===== src/rtl/mctrl_pkg.sv =====
// mctrl_pkg: opcodes, ALU codes, FSM states and mux encodings shared by the multi-cycle controller and the ALU.
package mctrl_pkg;
    localparam logic [5:0] OP_ADD  = 6'b000000;
    localparam logic [5:0] OP_SUB  = 6'b000001;
    localparam logic [5:0] OP_ADDIU = 6'b000010;
    localparam logic [5:0] OP_ANDI = 6'b010000;
    localparam logic [5:0] OP_AND  = 6'b010001;
    localparam logic [5:0] OP_ORI  = 6'b010010;
    localparam logic [5:0] OP_OR   = 6'b010011;
    localparam logic [5:0] OP_SLL  = 6'b011000;
    localparam logic [5:0] OP_SLTI = 6'b011100;
    localparam logic [5:0] OP_SW   = 6'b100110;
    localparam logic [5:0] OP_LW   = 6'b100111;
    localparam logic [5:0] OP_BEQ  = 6'b110000;
    localparam logic [5:0] OP_BNE  = 6'b110001;
    localparam logic [5:0] OP_BLTZ = 6'b110010;
    localparam logic [5:0] OP_J    = 6'b111000;
    localparam logic [5:0] OP_JR   = 6'b111001;
    localparam logic [5:0] OP_JAL  = 6'b111010;
    localparam logic [2:0] ALU_ADD  = 3'b000;
    localparam logic [2:0] ALU_SUB  = 3'b001;
    localparam logic [2:0] ALU_SLL  = 3'b010;
    localparam logic [2:0] ALU_OR   = 3'b011;
    localparam logic [2:0] ALU_AND  = 3'b100;
    localparam logic [2:0] ALU_SLTU = 3'b101;
    localparam logic [2:0] ALU_SLT  = 3'b110;
    localparam logic [1:0] PC_SEQ = 2'b00;
    localparam logic [1:0] PC_BR  = 2'b01;
    localparam logic [1:0] PC_RS  = 2'b10;
    localparam logic [1:0] PC_JMP = 2'b11;
    localparam logic [1:0] RD_31 = 2'b00;
    localparam logic [1:0] RD_RT = 2'b01;
    localparam logic [1:0] RD_RD = 2'b10;
    typedef enum logic [3:0] {
        S_IF, S_ID, S_EXE_AL, S_WB_AL, S_EXE_BR, S_EXE_LS, S_MEM, S_WB_LD, S_HALT
    } state_t;
endpackage


===== src/rtl/alu_op_decode.sv =====
// alu_op_decode: maps an opcode to the ALU operation, operand selects and immediate extension mode.
module alu_op_decode import mctrl_pkg::*; (
    input  logic [5:0] opcode,
    output logic [2:0] alu_op,
    output logic       alu_src_a,
    output logic       alu_src_b,
    output logic       ext_sel
);
    always_comb begin
        alu_op = ALU_ADD;
        alu_src_a = 1'b0;
        alu_src_b = 1'b0;
        ext_sel = 1'b0;
        case (opcode)
            OP_SUB:              alu_op = ALU_SUB;
            OP_ADDIU:            {alu_src_b, ext_sel} = 2'b11;
            OP_ANDI:             {alu_op, alu_src_b} = {ALU_AND, 1'b1};
            OP_AND:              alu_op = ALU_AND;
            OP_ORI:              {alu_op, alu_src_b} = {ALU_OR, 1'b1};
            OP_OR:               alu_op = ALU_OR;
            OP_SLL:              {alu_op, alu_src_a} = {ALU_SLL, 1'b1};
            OP_SLTI:             {alu_op, alu_src_b, ext_sel} = {ALU_SLT, 2'b11};
            OP_SW, OP_LW:        {alu_src_b, ext_sel} = 2'b11;
            OP_BEQ, OP_BNE:      {alu_op, ext_sel} = {ALU_SUB, 1'b1};
            OP_BLTZ:             {alu_op, ext_sel} = {ALU_SLT, 1'b1};
            default: ;
        endcase
    end
endmodule


===== src/rtl/multi_cycle_ctrl.sv =====
// multi_cycle_ctrl: IF/ID/EXE/MEM/WB sequencer driving datapath enables for the MIPS-subset CPU.
// Define MCTRL_LINK_JUMP_EN to decode jr/jal; without it those opcodes are illegal and halt.
module multi_cycle_ctrl import mctrl_pkg::*; #(
    parameter logic [5:0] HALT_OPC = 6'b111111
) (
    input  logic       clk,
    input  logic       rst_n,
    input  logic [5:0] opcode,
    input  logic       zero,
    input  logic       sign,
    output logic       pc_wre,
    output logic       ir_wre,
    output logic       reg_wre,
    output logic       alu_src_a,
    output logic       alu_src_b,
    output logic [2:0] alu_op,
    output logic [1:0] reg_dst,
    output logic       wr_reg_src,
    output logic       db_data_src,
    output logic       mem_rd,
    output logic       mem_wr,
    output logic       ext_sel,
    output logic [1:0] pc_src,
    output logic       halted
);
    state_t state;
    logic [2:0] d_alu_op;
    logic d_src_a, d_src_b, d_ext;
    logic is_jr, is_jal, is_jmp, is_br, is_ls, is_al, taken;

    alu_op_decode u_dec (
        .opcode(opcode),
        .alu_op(d_alu_op),
        .alu_src_a(d_src_a),
        .alu_src_b(d_src_b),
        .ext_sel(d_ext)
    );

`ifdef MCTRL_LINK_JUMP_EN
    assign is_jr  = opcode == OP_JR;
    assign is_jal = opcode == OP_JAL;
`else
    assign is_jr  = 1'b0;
    assign is_jal = 1'b0;
`endif
    assign is_jmp = opcode != HALT_OPC && (opcode == OP_J || is_jr || is_jal);
    assign is_br  = opcode inside {OP_BEQ, OP_BNE, OP_BLTZ};
    assign is_ls  = opcode inside {OP_SW, OP_LW};
    assign is_al  = opcode inside {OP_ADD, OP_SUB, OP_ADDIU, OP_ANDI, OP_AND, OP_ORI, OP_OR, OP_SLL, OP_SLTI};
    assign taken  = opcode == OP_BEQ ? zero : opcode == OP_BNE ? !zero : sign;

    always_ff @(posedge clk)
        if (!rst_n) state <= S_IF;
        else case (state)
            S_IF:     state <= S_ID;
            S_ID:     state <= opcode == HALT_OPC ? S_HALT : is_jmp ? S_IF : is_br ? S_EXE_BR :
                               is_ls ? S_EXE_LS : is_al ? S_EXE_AL : S_HALT;
            S_EXE_AL: state <= S_WB_AL;
            S_EXE_LS: state <= S_MEM;
            S_MEM:    state <= opcode == OP_LW ? S_WB_LD : S_IF;
            S_HALT:   state <= S_HALT;
            default:  state <= S_IF;
        endcase

    always_comb begin
        {pc_wre, ir_wre, reg_wre, wr_reg_src, db_data_src, mem_rd, mem_wr, halted} = '0;
        pc_src = PC_SEQ;
        reg_dst = RD_RT;
        {alu_op, alu_src_a, alu_src_b, ext_sel} = '0;
        // ALU controls follow the opcode from ID on, so they stay steady across EXE and its successor
        if (state != S_IF && state != S_HALT) {alu_op, alu_src_a, alu_src_b, ext_sel} = {d_alu_op, d_src_a, d_src_b, d_ext};
        case (state)
            S_IF:     ir_wre = 1'b1;
            S_ID: begin
                pc_wre = is_jmp;
                pc_src = is_jmp ? (is_jr ? PC_RS : PC_JMP) : PC_SEQ;
                reg_wre = is_jmp && is_jal;
                reg_dst = is_jmp && is_jal ? RD_31 : RD_RT;
            end
            S_WB_AL: begin
                {reg_wre, wr_reg_src, pc_wre} = 3'b111;
                reg_dst = d_src_b ? RD_RT : RD_RD;
            end
            S_EXE_BR: {pc_wre, pc_src} = {1'b1, taken ? PC_BR : PC_SEQ};
            S_MEM: begin
                mem_rd = opcode == OP_LW;
                mem_wr = opcode == OP_SW;
                pc_wre = opcode != OP_LW;
            end
            S_WB_LD:  {reg_wre, db_data_src, wr_reg_src, pc_wre} = 4'b1111;
            S_HALT:   halted = 1'b1;
            default: ;
        endcase
        if (!rst_n) begin
            {pc_wre, ir_wre, reg_wre, wr_reg_src, db_data_src, mem_rd, mem_wr, halted} = '0;
            {alu_op, alu_src_a, alu_src_b, ext_sel, pc_src, reg_dst} = '0;
        end
    end
endmodule

===== config.mk =====
export PLATFORM = sky130hd
export DESIGN_NAME = multi_cycle_ctrl
export DESIGN_NICKNAME = d
export VERILOG_FILES = /design/src/rtl/mctrl_pkg.sv /design/src/rtl/alu_op_decode.sv /design/src/rtl/multi_cycle_ctrl.sv
export SDC_FILE = /design/constraint.sdc
export NUM_CORES = 1
export LEC_CHECK = 0
export BUFFER_PORTS_ARGS = -buffer_cell sky130_fd_sc_hd__buf_4
export CORE_MARGIN = 4
export CORE_UTILIZATION = 44
export CTS_CLUSTER_SIZE = 10
export DETAILED_ROUTE_END_ITERATION = 10
export PLACE_DENSITY = 0.77
export SLEW_MARGIN = 20
export SYNTH_ARGS = -nofsm -noshare
export SYNTH_HDL_FRONTEND = slang
export SYNTH_HIERARCHICAL = 1
export SYNTH_SLANG_ARGS = --single-unit
export TNS_END_PERCENT = 30

===== constraint.sdc =====
create_clock -name clk -period 1.1 [get_ports clk]
set_input_delay 0.055 -clock clk [delete_from_list [all_inputs] [get_ports clk]]
set_output_delay 0.055 -clock clk [all_outputs]
set_load 0.01 [all_outputs]

==> flow_summary.toml <==
[min_path]
hold_path.class = "in2reg"
holdPathEnd = "state[2]"
min-delay-start = "opcode[3]"
min_path_cells = 4

[power]
power_density_mw_per_mm2 = 643
ir_drop_mv = 0.329
switching_power_uw = 326
pwr-share-comb_pct = 57.4
power_frac_seq_pct = 20.9
pwr-share-clk_pct = 21.7
p_int_uw = 545
swShare_pct = 37.4
leakagePower_nw = 0.655

[routing]
drtIter0Drc = 33
detail_route.wl_per_cell_um = 14.6
dr.pass1.iters = 4
drc = 0
wl_mm = 2.82
ant_nets = 0
via_per_inst = 5.68
num_vias = 1097

[synthesis]
syn-num-nets = 119
synth_area_per_cell_um2 = 7.29
syn_area_um2 = 795
ys.flop_type = "dfxtp_1"
yosysUniqueCellTypes = 52
yosysWarnings = 6
yosysSeqAreaShare_pct = 10.1
synth-edff-count = 0
synthArstFlopShare_pct = 0
synth-seq-cells = 4
syn-instance-count = 109

[outcome]
violations = "setup timing"
outcome = "finished, violations left"

[setup_path]
reg2reg_to = "state[2]"
critPathLaunchType = "flop"
crit_path_end_kind = "output pin"
r2r_setup_slack_ps = -170
r2r_start = "state[0]"
critPathKind = "reg2out"
critPathLaunch = "state[1]"
cp_max_fo = 6
worstPathArrival_ps = 1470
required_ps = 1040
reg2reg_depth = 5

[clocking]
clock-sinks = 4
numCtsBuffers = 3
cts_hold_buf = 0
h-tree-depth = 1
clkLatencyLatePin_ps = 240
cts_tree = "built"
clock-root-buffer = "clkbuf_4"
clock_path_buffers = 2
clk_pin_slew_ps = 40

[final_layout]
diodes = 0
reg.largest.list = "state (4)"
largest_reg_flops = 4
area_delta_synth_final_pct = 70.6
drive_above_1_share_pct = 57.1
final_cell_mix = "64 x buf_4, 9 x nor2_1, 6 x and2_1, 6 x a21oi_1, 5 x nand2_1"
top_register = "state"
nets = 180
layout_commonest_cell = "buf_4"
design_area_mm2 = 0.00136

[sta]
maxSlewHeadroom_pct = 75.5
finalMaxSlewViolations = 0
skew_ps = 0.627
min_period_over_period_pct = 139
rsz0062_at_grt = "true"
fin_crit_ps = 1520
hold_viol_final = 0
whs_ps = 336
worst_slack_ps = -425
setup_viol = 22
fmax_mhz = 656
worst_slew_pin_slew_ps = 365

[floorplanning]
fp.coreArea_mm2 = 0.00173
io_pins = 28
start_util_pct = 46.0
fp.dieW_um = 50.5
rows = 15
die_y_um = 50.5
dieArea_mm2 = 0.00255

[grt]
first_global_vias = 1075
antenna_found_initial = 0
grt_max_degree = 14
grt_overflow = 0
grt_util_all_layers_pct = 24.0
grt_pass1_wl_mm = 4.77

[placement]
dp_hpwl_mm = 2.02
io_buffer_count = 27
place_area_mm2 = 0.00121
place_congestion = 0.881

[flow_run]
cap_violations = 0
==> per-stage QoR <==
stage | TNS [ps] | util [%] | power (mW) | setup slack [ps] | cells
after CTS | -4810 | 76.7 | 0.838 | -308 | 193
after detailed placement | -3590 | 70.4 | 0.611 | -260 | 184
after global placement | -2970 | 70.4 | 0.591 | -235 | 184
after floorplan | -333 | - | 0.412 | -72.7 | 109
after global routing | -7390 | 78.5 | 0.928 | -501 | 193
final | -5900 | 78.5 | 0.871 | -425 | 193
==> power by group through the flow <==
stage / Combinational [mW] / Clock, mW / Sequential (mW)
floorplan: 0.247 / 0 / 0.165
global placement: 0.409 / 0 / 0.182
detailed placement: 0.427 / 0 / 0.184
CTS: 0.470 / 0.188 / 0.180
global route: 0.539 / 0.204 / 0.185
finish: 0.501 / 0.189 / 0.182
==> timing repair <==
action	in CTS	in global routing
pin swaps	7	1
resized for setup	16	8
cloned	0	0
endpoints found under the setup margin	22	22
buffers inserted	6	0
==> metal layers <==
metal  vias to the layer above  wire length [µm]  global-route usage [%]
met3                        11               132                    2.37
li1                        528                 -                       -
met4                         0                90                    8.07
met5                         -                 0                       0
met2                        45              1490                    47.6
met1                       513              1100                    25.9
==> cell families (layout without fill, tap and decap cells) <==
kind of cell	count (synthesis)	in the layout	share of synthesized area [%]
muxes	2	2	2.68
DFF	4	4	10.1
and+or+nand+nor	60	60	49.0
buffers and inverters	14	73	12.1
AOI/OAI and AO/OA	28	28	25.0
xor gates and xnor gates	1	1	1.10
==> final cells by class <==
class / count / area (µm²)
Clock buffer: 3 / 22.5
Fill cell: 134 / 372
Inverter: 4 / 15.0
Multi-Input combinational cell: 91 / 691
Sequential cell: 4 / 92.6
Tap cell: 25 / 31.3
Timing Repair Buffer: 66 / 503
==> worst max-delay path by stage <==
stage,end,slack [ps],cells after the start
2_1_floorplan,state[2],-70,5
3_3_place_gp,reg_dst[0],-230,8
3_5_place_dp,pc_src[0],-260,5
4_1_cts,pc_src[0],-310,5
5_1_grt,alu_op[2],-500,4
6_report,alu_op[2],-420,4
==> worst max-delay path, cell delays in order (launching register included) <==
cell and delay (ps):
dfxtp_4 370, nor3_1 350, nor2b_1 170, and2_1 200
buf_4 140
==> synthesized netlist by cell type, drive strengths merged (2+ instances only) <==
| cell | number | area [µm²] |
|---|---|---|
| and3b | 2 | 17.5 |
| o21ai | 6 | 30.0 |
| nor3b | 2 | 20.0 |
| nor4b | 2 | 23.8 |
| clkbuf | 4 | 25.0 |
| a211oi | 2 | 15.0 |
| nand2 | 8 | 30.0 |
| nand2b | 5 | 38.8 |
| buf | 6 | 56.3 |
| nor2b | 5 | 38.8 |
| nand3 | 3 | 15.0 |
| a21oi | 6 | 30.0 |
| and2 | 6 | 37.5 |
| dfxtp | 4 | 80.1 |
| nor3 | 3 | 15.0 |
| nand4b | 2 | 17.5 |
| a31oi | 2 | 12.5 |
| o41ai | 2 | 25.0 |
| nor2 | 11 | 41.3 |
| and3 | 2 | 12.5 |
| inv | 4 | 15.0 |
Power figures use the tool's default switching activity.
